<file path="src/rtl/seg7_mux_reader_if.sv">
// rtl/seg7_mux_reader_if.sv - display bus sampled by the 7-segment reader and its decoded results
interface seg7_mux_reader_if #(
  parameter int NDIG = 2
);
  logic [6:0]        seg_n;
  logic [NDIG-1:0]   dig_sel;
  logic [4*NDIG-1:0] value;
  logic [NDIG-1:0]   digit_valid;
  logic [NDIG-1:0]   digit_blank;
  logic [NDIG-1:0]   pat_err;
  logic              update;
  logic [2:0]        update_idx;
  logic              bus_alive;

  modport master (
    output seg_n, dig_sel,
    input  value, digit_valid, digit_blank, pat_err, update, update_idx, bus_alive
  );

  modport slave (
    input  seg_n, dig_sel,
    output value, digit_valid, digit_blank, pat_err, update, update_idx, bus_alive
  );
endinterface

</file>
<file path="src/rtl/seg7_mux_reader.sv">
// rtl/seg7_mux_reader.sv - multiplexed 7-segment bus reader with stability filter and dead-bus flag
module seg7_mux_reader #(
  parameter int NDIG        = 2,
  parameter int STABLE_CYC  = 4,
  parameter int TIMEOUT_CYC = 1000
) (
  input  logic             i_clk,
  input  logic             i_rst_n,
  seg7_mux_reader_if.slave bus
);
  localparam int          TW     = $clog2(TIMEOUT_CYC + 1);
  localparam logic [7:0]  STABLE = 8'(STABLE_CYC);

  logic [NDIG+6:0]   r_prev;
  logic [7:0]        r_run;
  logic [4*NDIG-1:0] r_value;
  logic [NDIG-1:0]   r_valid;
  logic [NDIG-1:0]   r_blank;
  logic [NDIG-1:0]   r_err;
  logic              r_update;
  logic [2:0]        r_idx;
  logic              r_alive;
  logic [TW-1:0]     r_tcnt;

  logic [7:0] w_run_nxt;
  logic       w_onehot;
  logic       w_same;
  logic       w_accept;
  logic [2:0] w_idx;
  logic [4:0] w_dec;
  logic       w_blank;

  // Returns {legal, nibble}; legal=0 for anything outside the hex table.
  function automatic logic [4:0] decode(input logic [6:0] s);
    case (s)
      7'h40: decode = 5'h10;
      7'h79: decode = 5'h11;
      7'h24: decode = 5'h12;
      7'h30: decode = 5'h13;
      7'h19: decode = 5'h14;
      7'h12: decode = 5'h15;
      7'h02: decode = 5'h16;
      7'h78: decode = 5'h17;
      7'h00: decode = 5'h18;
      7'h10: decode = 5'h19;
      7'h08: decode = 5'h1A;
      7'h03: decode = 5'h1B;
      7'h46: decode = 5'h1C;
      7'h21: decode = 5'h1D;
      7'h06: decode = 5'h1E;
      7'h0E: decode = 5'h1F;
      default: decode = 5'h00;
    endcase
  endfunction

  always_comb begin
    w_onehot  = (bus.dig_sel != '0) && ((bus.dig_sel & (bus.dig_sel - NDIG'(1))) == '0);
    w_same    = ({bus.dig_sel, bus.seg_n} == r_prev);
    w_dec     = decode(bus.seg_n);
    w_blank   = (bus.seg_n == 7'h7F);
    w_run_nxt = 8'd1;
    if (!w_onehot) begin
      w_run_nxt = 8'd0;
    end else if (w_same && (r_run != 8'd0)) begin
      w_run_nxt = (r_run == STABLE) ? STABLE : r_run + 8'd1;
    end
    // The run is accepted only on the edge it first reaches STABLE, never while saturated.
    w_accept  = w_onehot && (w_run_nxt == STABLE) && (r_run != STABLE);
    w_idx     = 3'd0;
    for (int i = 0; i < NDIG; i++) begin
      if (bus.dig_sel[i]) begin
        w_idx = 3'(i);
      end
    end
  end

  always_ff @(posedge i_clk or negedge i_rst_n) begin
    if (!i_rst_n) begin
      r_prev   <= '0;
      r_run    <= '0;
      r_value  <= '0;
      r_valid  <= '0;
      r_blank  <= '0;
      r_err    <= '0;
      r_update <= 1'b0;
      r_idx    <= '0;
      r_alive  <= 1'b0;
      r_tcnt   <= '0;
    end else begin
      r_prev   <= {bus.dig_sel, bus.seg_n};
      r_run    <= w_run_nxt;
      r_update <= w_accept;
      if (w_accept) begin
        r_idx   <= w_idx;
        r_tcnt  <= '0;
        r_alive <= 1'b1;
        for (int i = 0; i < NDIG; i++) begin
          if (bus.dig_sel[i]) begin
            if (w_dec[4]) begin
              r_value[4*i +: 4] <= w_dec[3:0];
              r_valid[i]        <= 1'b1;
              r_blank[i]        <= 1'b0;
              r_err[i]          <= 1'b0;
            end else begin
              r_valid[i] <= 1'b0;
              r_blank[i] <= w_blank;
              r_err[i]   <= !w_blank;
            end
          end
        end
      end else begin
        if (r_tcnt != TW'(TIMEOUT_CYC)) begin
          r_tcnt <= r_tcnt + TW'(1);
        end
        if (r_tcnt == TW'(TIMEOUT_CYC - 1)) begin
          r_alive <= 1'b0;
        end
      end
    end
  end

  assign bus.value       = r_value;
  assign bus.digit_valid = r_valid;
  assign bus.digit_blank = r_blank;
  assign bus.pat_err     = r_err;
  assign bus.update      = r_update;
  assign bus.update_idx  = r_idx;
  assign bus.bus_alive   = r_alive;
endmodule

</file>
<file path="src/flat_wrapper.sv">
// flat-port wrapper written by rule: the top's interface ports become plain ports
module seg7_mux_reader_flat 
#(
  parameter int NDIG        = 2,
  parameter int STABLE_CYC  = 4,
  parameter int TIMEOUT_CYC = 1000
)
  (i_clk, i_rst_n, bus_seg_n, bus_dig_sel, bus_value, bus_digit_valid, bus_digit_blank, bus_pat_err, bus_update, bus_update_idx, bus_bus_alive);
  seg7_mux_reader_if #(.NDIG(NDIG)) bus_i ();
  input  logic i_clk;
  input  logic i_rst_n;
  input wire logic [$bits(bus_i.seg_n)-1:0] bus_seg_n;
  input wire logic [$bits(bus_i.dig_sel)-1:0] bus_dig_sel;
  output wire logic [$bits(bus_i.value)-1:0] bus_value;
  output wire logic [$bits(bus_i.digit_valid)-1:0] bus_digit_valid;
  output wire logic [$bits(bus_i.digit_blank)-1:0] bus_digit_blank;
  output wire logic [$bits(bus_i.pat_err)-1:0] bus_pat_err;
  output wire logic [$bits(bus_i.update)-1:0] bus_update;
  output wire logic [$bits(bus_i.update_idx)-1:0] bus_update_idx;
  output wire logic [$bits(bus_i.bus_alive)-1:0] bus_bus_alive;
  assign bus_i.seg_n = bus_seg_n;
  assign bus_i.dig_sel = bus_dig_sel;
  assign bus_value = bus_i.value;
  assign bus_digit_valid = bus_i.digit_valid;
  assign bus_digit_blank = bus_i.digit_blank;
  assign bus_pat_err = bus_i.pat_err;
  assign bus_update = bus_i.update;
  assign bus_update_idx = bus_i.update_idx;
  assign bus_bus_alive = bus_i.bus_alive;
  seg7_mux_reader #(.NDIG(NDIG), .STABLE_CYC(STABLE_CYC), .TIMEOUT_CYC(TIMEOUT_CYC)) u_core (.i_clk(i_clk), .i_rst_n(i_rst_n), .bus(bus_i));
endmodule
</file>
<file path="config.mk">
export PLATFORM = sky130hd
export DESIGN_NAME = seg7_mux_reader_flat
export DESIGN_NICKNAME = d
export VERILOG_FILES = /design/src/rtl/seg7_mux_reader_if.sv /design/src/rtl/seg7_mux_reader.sv /design/src/flat_wrapper.sv
export SDC_FILE = /design/constraint.sdc
export NUM_CORES = 1
export LEC_CHECK = 0
export CORE_MARGIN = 2
export CORE_UTILIZATION = 40
export CTS_CLUSTER_SIZE = 10
export DETAILED_ROUTE_END_ITERATION = 6
export PLACE_DENSITY = 0.64
export SLEW_MARGIN = 20
export SYNTH_ARGS = -nofsm -noshare
export SYNTH_HDL_FRONTEND = slang
export SYNTH_SLANG_ARGS = --single-unit
</file>
<file path="constraint.sdc">
create_clock -name i_clk -period 2.2 [get_ports i_clk]
set_input_delay 0.55 -clock i_clk [delete_from_list [all_inputs] [get_ports i_clk]]
set_output_delay 0.55 -clock i_clk [all_outputs]
set_load 0.01 [all_outputs]
</file>
==> results.md, run 1 <==
* Fraction of registers with async set/reset at 100%
* List of most frequent post-synthesis cells: dfrtp_1, nor2_1, nand2_1
* Worst Skew at 6.83 ps
* Routed Antenna Nets at 0
* Tcrit/Tclk final at 99.9%
* TritonRoute pass-1 iters at 5
* Reg-to-Reg Start: u_core.r_run[1]
* Worst R2R End: u_core.bus.value[4]
* Leak at 1.50 nW
* Fillcell total at 534
* RSZ-0062 raised after global routing: yes
* Slowest cell on crit path: nor4_2
* # port buffers at 27
* CTS clock-pin slew for the worst setup and hold paths at 80 ps
* Routed WL per cell at 13.7 um
* Vias/cell at 5.12
* Final Hold Viols at 0
* Number of flops mapped to enable cells by yosys at 0
* First-pass GRT wire length at 9230 um
* Area Growth Syn to Fin at 36.7%
* Pwr dens at 473 mW/mm^2
* Delay-heaviest family, CP: simple AND/OR/NAND/NOR gates
* Worst path required time at 2370 ps
* IO Pins at 30
* Crit path launch type: input port
* Max VDD drop at 0.000300 V
* Seq cells post-synth at 44
* Slew margin rel. at 65.6%
* Die area at 0.00670 sq mm
* Yosys warning total at 0
* Mean Syn Cell Area at 9.98 sq um
* Finished Core Util at 56.3%
* Vias in the first global route at 1,998
* Worst-path maximum fanout at 5
* Core Box Area at 0.00589 sq mm
* Tot GR Track Use at 17.9%
* Synth Flop Type: dfrtp_1
* Mapped Cells at 243
* Setup ws final at 2.73 ps
* Worst Path Arrival at 2370 ps
* Register area share after synthesis at 45.4%
* Antenna diodes at 0
* Number of max-cap violations at 0
* Cell Area, Placed at 0.00312 sq mm
* Initial Util at 41.2%
* Largest area contributor in the netlist: dfrtp_1
* CTS H-tree lvls at 2
* Largest net degree at the start of global routing at 24
* Clock network latency to the later pin of the worst-skew pair at 290 ps
* Area contributors post-synth: dfrtp_1, xor2_1, nor2_1, mux2_2, xnor2_1
* Setup WS pre-CTS at -549 ps
* Vias at 2,008
* Cell breakdown of the critical path: dlygate4sd2_1, xor2_1, nor4_2, and4_1, o311a_4, and3_4, mux2_4
* Slowest cell delay on critical path at 300 ps
* Pins Over Slew Limit at 0
* # setup viols final at 0
* R2R depth at 8
* Reg2reg setup slack at 10 ps
* Row count at 28
* Hold WC Path Type: input port to async pin
* Number of remaining DRC errors at 0
* Post-Route WL at 5370 um
* Hold slack final at 225 ps
* Max Clock Freq at 0.455 GHz
* Initial antenna violation count at 0
* Seq. cell area at 0.00110 sq mm
* Clock root buffer: clkbuf_8
* Total CTS buffers at 5
* Status: completed
* Die height at 81.9 um
* Clock sink count at 44
* Period minus WS final at 2200 ps
* Most frequent cell after synthesis: dfrtp_1
* Yosys cell types at 52
* CTS tree: done
* Multi-input gate area at 0.00132 sq mm
* Placer congestion estimate at 0.828
* Critical path class: input port to register
* CP bufs+invs at 1
* Global route overflow at 0
* Top-area cell type share of the netlist area at 45.4%
* Final Instance Area at 0.00332 sq mm
* Die width at 81.9 um
* Share of cells above drive strength 1 at 30.3%
* Fin nets at 331
* Setup crit end kind: register
* DPL Wire Length at 3990 um
* Iteration-0 DRC Markers at 91
* Worst-margin pin slew at 517 ps
* Mapped Area at 0.00242 sq mm
* Clk buf depth at 2
## per-stage QoR
step / total power, W / instances / TNS, ps
5_1_grt: 0.00166 / 392 / -323
3_3_place_gp: 0.00105 / 384 / -9020
2_1_floorplan: 0.000941 / 244 / 0
4_1_cts: 0.00158 / 392 / 0
3_5_place_dp: 0.00106 / 384 / -10010
6_report: 0.00157 / 392 / 0
## how the worst max path moves through the flow
stage,from,to,slack (ps),depth (start not counted)
6_report,bus_seg_n[4],u_core.bus.value[4],3,7
4_1_cts,u_core.r_run[1],u_core.bus.value[4],2,8
5_1_grt,u_core.r_run[1],u_core.bus.value[6],-80,8
3_5_place_dp,bus_seg_n[2],u_core.bus.value[5],-550,8
3_3_place_gp,bus_seg_n[2],u_core.bus.value[4],-530,8
2_1_floorplan,u_core.r_run[0],u_core.bus.value[4],7,8
## per-layer routing
metal  wire (um)  GRT usage, %  vias up
li1            -             -      996
met3         178          3.63        6
met4          64          6.83        0
met1        2600          23.9      962
met5           0             0        -
met2        2530          28.6       44
## cells by family after synthesis
kind of cell             synth area share [%]
AO/OA/AOI/OAI                            11.4
XOR/XNOR                                 9.03
adder cells (fa/ha/maj)                  2.06
buffers and inverters                    5.16
flip-flops                               45.4
multiplexers                             5.99
other                                   0.155
AND/OR/NAND/NOR                          20.8
## report_power, final
part	switching, W	internal [W]	leakage (nW)
combinational	0.000120	0.000113	0.894
sequential	0.00000680	0.000819	0.566
clock	0.000256	0.000256	0.0455
## placed cells by master, fill, tap and decap left out, drive strengths merged, types with 3 or more instances in the layout
master / instances
buf: 51
inv: 13
nand3: 9
ha: 4
nand2b: 3
dfrtp: 44
nor2: 29
o21ai: 6
nand2: 17
dlygate4sd2: 9
xor2: 15
a21oi: 3
o22ai: 4
clkbuf: 8
and3: 4
nand4: 7
xnor2: 10
mux2: 11
clkdlybuf4s50: 17
nor3: 12
## area by class of cell
cell class              count  share of cell area, %
inverters                  13                   1.47
well taps                  75                   2.83
clock buffers               8                   2.72
repair buffers             77                   20.0
flip-flops and latches     44                   33.2
multi-input cells         175                   39.7
## repair_timing
item                                    4_1_cts  5_1_grt
endpoints found under the setup margin       17       14
gates resized for setup                      23       10
hold buffers                                  0        0
hold endpoints to repair                      0        0
pin swaps                                     9        6
buffers inserted                              0        0
## worst reg2reg max path, stage by stage (launching register included)
cell      delay, ps
dfrtp_1         410
inv_2            70
ha_4            150
nor3b_4         160
a221oi_2        280
o221a_2         250
o311a_4         210
and3_4          230
mux2_4          300
## registers in the layout, indices dropped and copies added (netlist names), 2 cells and up
name                    count
u_core.r_run                8
u_core.r_tcnt              10
u_core.bus.pat_err          2
u_core.bus.digit_valid      2
u_core.bus.value            8
u_core.r_prev               9
u_core.bus.digit_blank      2
(Power assumes the default switching activity.)
==> inputs of run 2 (changes only) <==
Settings changed: CAP_MARGIN set to 30.
==> results of run 2 <==
Final layout, timing and power as in run 1 (identical DEF).
==> inputs of run 3 (changes only) <==
Settings changed: CORE_UTILIZATION 40 to 50, PLACE_DENSITY 0.64 to 0.77, SLEW_MARGIN 20 to unset.
==> run 3 against run 2 <==
Compared with the run above: count of clock-buffer cells in the layout stayed put; hold slack better by 87 ps; critical path depth stayed put; register-to-register slack hardly changed; die area is 19% lower; critical path type is now register to register; critical endpoint unchanged.
==> results.md, run 3 (same netlist as run 1, synthesis figures left out) <==
* Top flop regs: u_core.r_tcnt: 10 flops, u_core.r_prev: 9 flops
* Final Hold Viols at 0 (unchanged)
* # setup viols final at 0 (unchanged)
* Clock network latency to the later pin of the worst-skew pair at 290 ps (about the same)
* Die height at 73.6 um (-10%)
* Iteration-0 DRC Markers at 102 (+12%)
* Area Growth Syn to Fin at 31.6%
* Cell Area, Placed at 0.00303 sq mm (-2.9%)
* Fin nets at 328 (-0.91%)
* Routed WL per cell at 14.1 um (+2.8%)
* Number of remaining DRC errors at 0 (unchanged)
* TritonRoute pass-1 iters at 4 (-1)
* Antenna diodes at 0 (unchanged)
* Hold WC Path Type: input port to async pin
* Max Clock Freq at 0.457 GHz (+0.45%)
* IO Pins at 30 (unchanged)
* Status: completed
* Period minus WS final at 2190 ps (-9.93 ps)
* Initial Util at 51.7% (+10 points)
* Setup crit end kind: register
* Global route overflow at 0 (unchanged)
* Share of cells above drive strength 1 at 26.4% (-3.9 points)
* Post-Route WL at 5180 um (-3.5%)
* Vias at 1,977 (-1.5%)
* RSZ-0062 raised after global routing: yes
* DPL Wire Length at 3800 um (-4.8%)
* Worst path required time at 2370 ps (about the same)
* Worst-margin pin slew at 538 ps (+21.5 ps)
* CTS tree: done
* Tot GR Track Use at 20.9% (+3.0 points)
* Initial antenna violation count at 0 (unchanged)
* Critical path class: register to register
* Most frequent cells in the layout: dfrtp_1, buf_4, nor2_1
* Total CTS buffers at 5 (unchanged)
* Tcrit/Tclk final at 99.4% (-0.45 points)
* Clk buf depth at 2 (unchanged)
* Die width at 73.6 um (-10%)
* Max reg flops at 10 (unchanged)
* First-pass GRT wire length at 8790 um (-4.7%)
* # port buffers at 27 (unchanged)
* Routed Antenna Nets at 0 (unchanged)
* Clock sink count at 44 (unchanged)
* Vias/cell at 5.37 (+4.9%)
* Crit path launch type: register
* Finished Core Util at 68.0% (+12 points)
* Row count at 25 (-11%)
* Placer congestion estimate at 0.874 (+5.6%)
* Slew margin rel. at 64.1% (-1.4 points)
* Final Instance Area at 0.00319 sq mm (-3.8%)
* Worst Skew at 7.80 ps (+0.971 ps)
* CTS clock-pin slew for the worst setup and hold paths at 80 ps (about the same)
* Biggest register: u_core.r_tcnt
* Vias in the first global route at 1,952 (-2.3%)
* Leak at 1.47 nW (-2.4%)
* CTS H-tree lvls at 2 (unchanged)
* Pwr dens at 489 mW/mm^2 (+3.2%)
* Largest net degree at the start of global routing at 45 (+88%)
* PnR Total Power at 0.00156 W (-0.66%)
* Clock root buffer: clkbuf_8
* Pins Over Slew Limit at 0 (unchanged)
* Commonest non-fill, non-tap cell in the layout: dfrtp_1
* Max VDD drop at 0.000405 V (+35%)
* Die area at 0.00542 sq mm (-19%)
* Worst Path Arrival at 2360 ps (about the same)
* Core Box Area at 0.00469 sq mm (-20%)
* Number of max-cap violations at 0 (unchanged)
* Worst-path maximum fanout at 5 (unchanged)
[run 3: metal layers]
metal  up-vias  track usage [%]  routed length, um  share of wire (%)
met3         4             4.39                110                2.1
li1        986                -                  -                  -
met5         -                0                  0                  0
met2        22             32.6               2550                 49
met1       965             29.8               2480                 48
met4         0             5.25                 38               0.73
[run 3: metrics by stage]
step           hold slack (ps)  cells  TNS, ps  setup slack (ps)
2_1_floorplan              254    244        0              6.69
3_3_place_gp               470    356    -8300              -462
3_5_place_dp               478    356    -8770              -486
4_1_cts                    346    368    -2.98             -2.98
5_1_grt                    387    368     -358              -101
6_report                   312    368        0              12.7
[run 3: final timing paths]
kind,startpoint,end,slack [ps],cells past startpoint
min,i_rst_n,u_core.r_run[3],310,2
max,u_core.r_run[0],u_core.bus.value[4],10,7
min reg2reg,u_core.bus.value[3],u_core.bus.value[3],500,1
max in group asynchronous,i_rst_n,u_core.r_tcnt[8],1510,2
max reg2reg,u_core.r_run[0],u_core.bus.value[4],10,7
min in group i_clk,u_core.bus.value[3],u_core.bus.value[3],500,1
[run 3: timing repair]
item | 4_1_cts | 5_1_grt
hold buffers | 0 | 0
pin swaps | 10 | 2
setup endpoints to repair | 16 | 11
resized for setup | 19 | 1
setup buffers | 4 | 0
[run 3: critical path: stages, from the launching register on]
cell and delay, ps:
dfrtp_1 430, ha_1 220, and3_1 210, nand2b_1 160, a211oi_2 290, o311a_4 230, and3_4 220, mux2_4 310
[run 3: power by group]
group,total [W],switching (W),leakage (nW),internal (W)
sequential,0.000827,0.00000763,0.566,0.000819
combinational,0.000222,0.000114,0.858,0.000108
clock,0.000510,0.000254,0.0455,0.000256
total,0.00156,0.000376,1.47,0.00118
[run 3: layout make-up]
| cell class | instances | area (sq um) |
|---|---|---|
| Fill cell | 355 | 1500 |
| Sequential cell | 44 | 1100 |
| Timing Repair Buffer | 74 | 622 |
| Clock buffer | 8 | 90.1 |
| Inverter | 13 | 48.8 |
| Tap cell | 54 | 67.6 |
| Multi-Input combinational cell | 175 | 1260 |
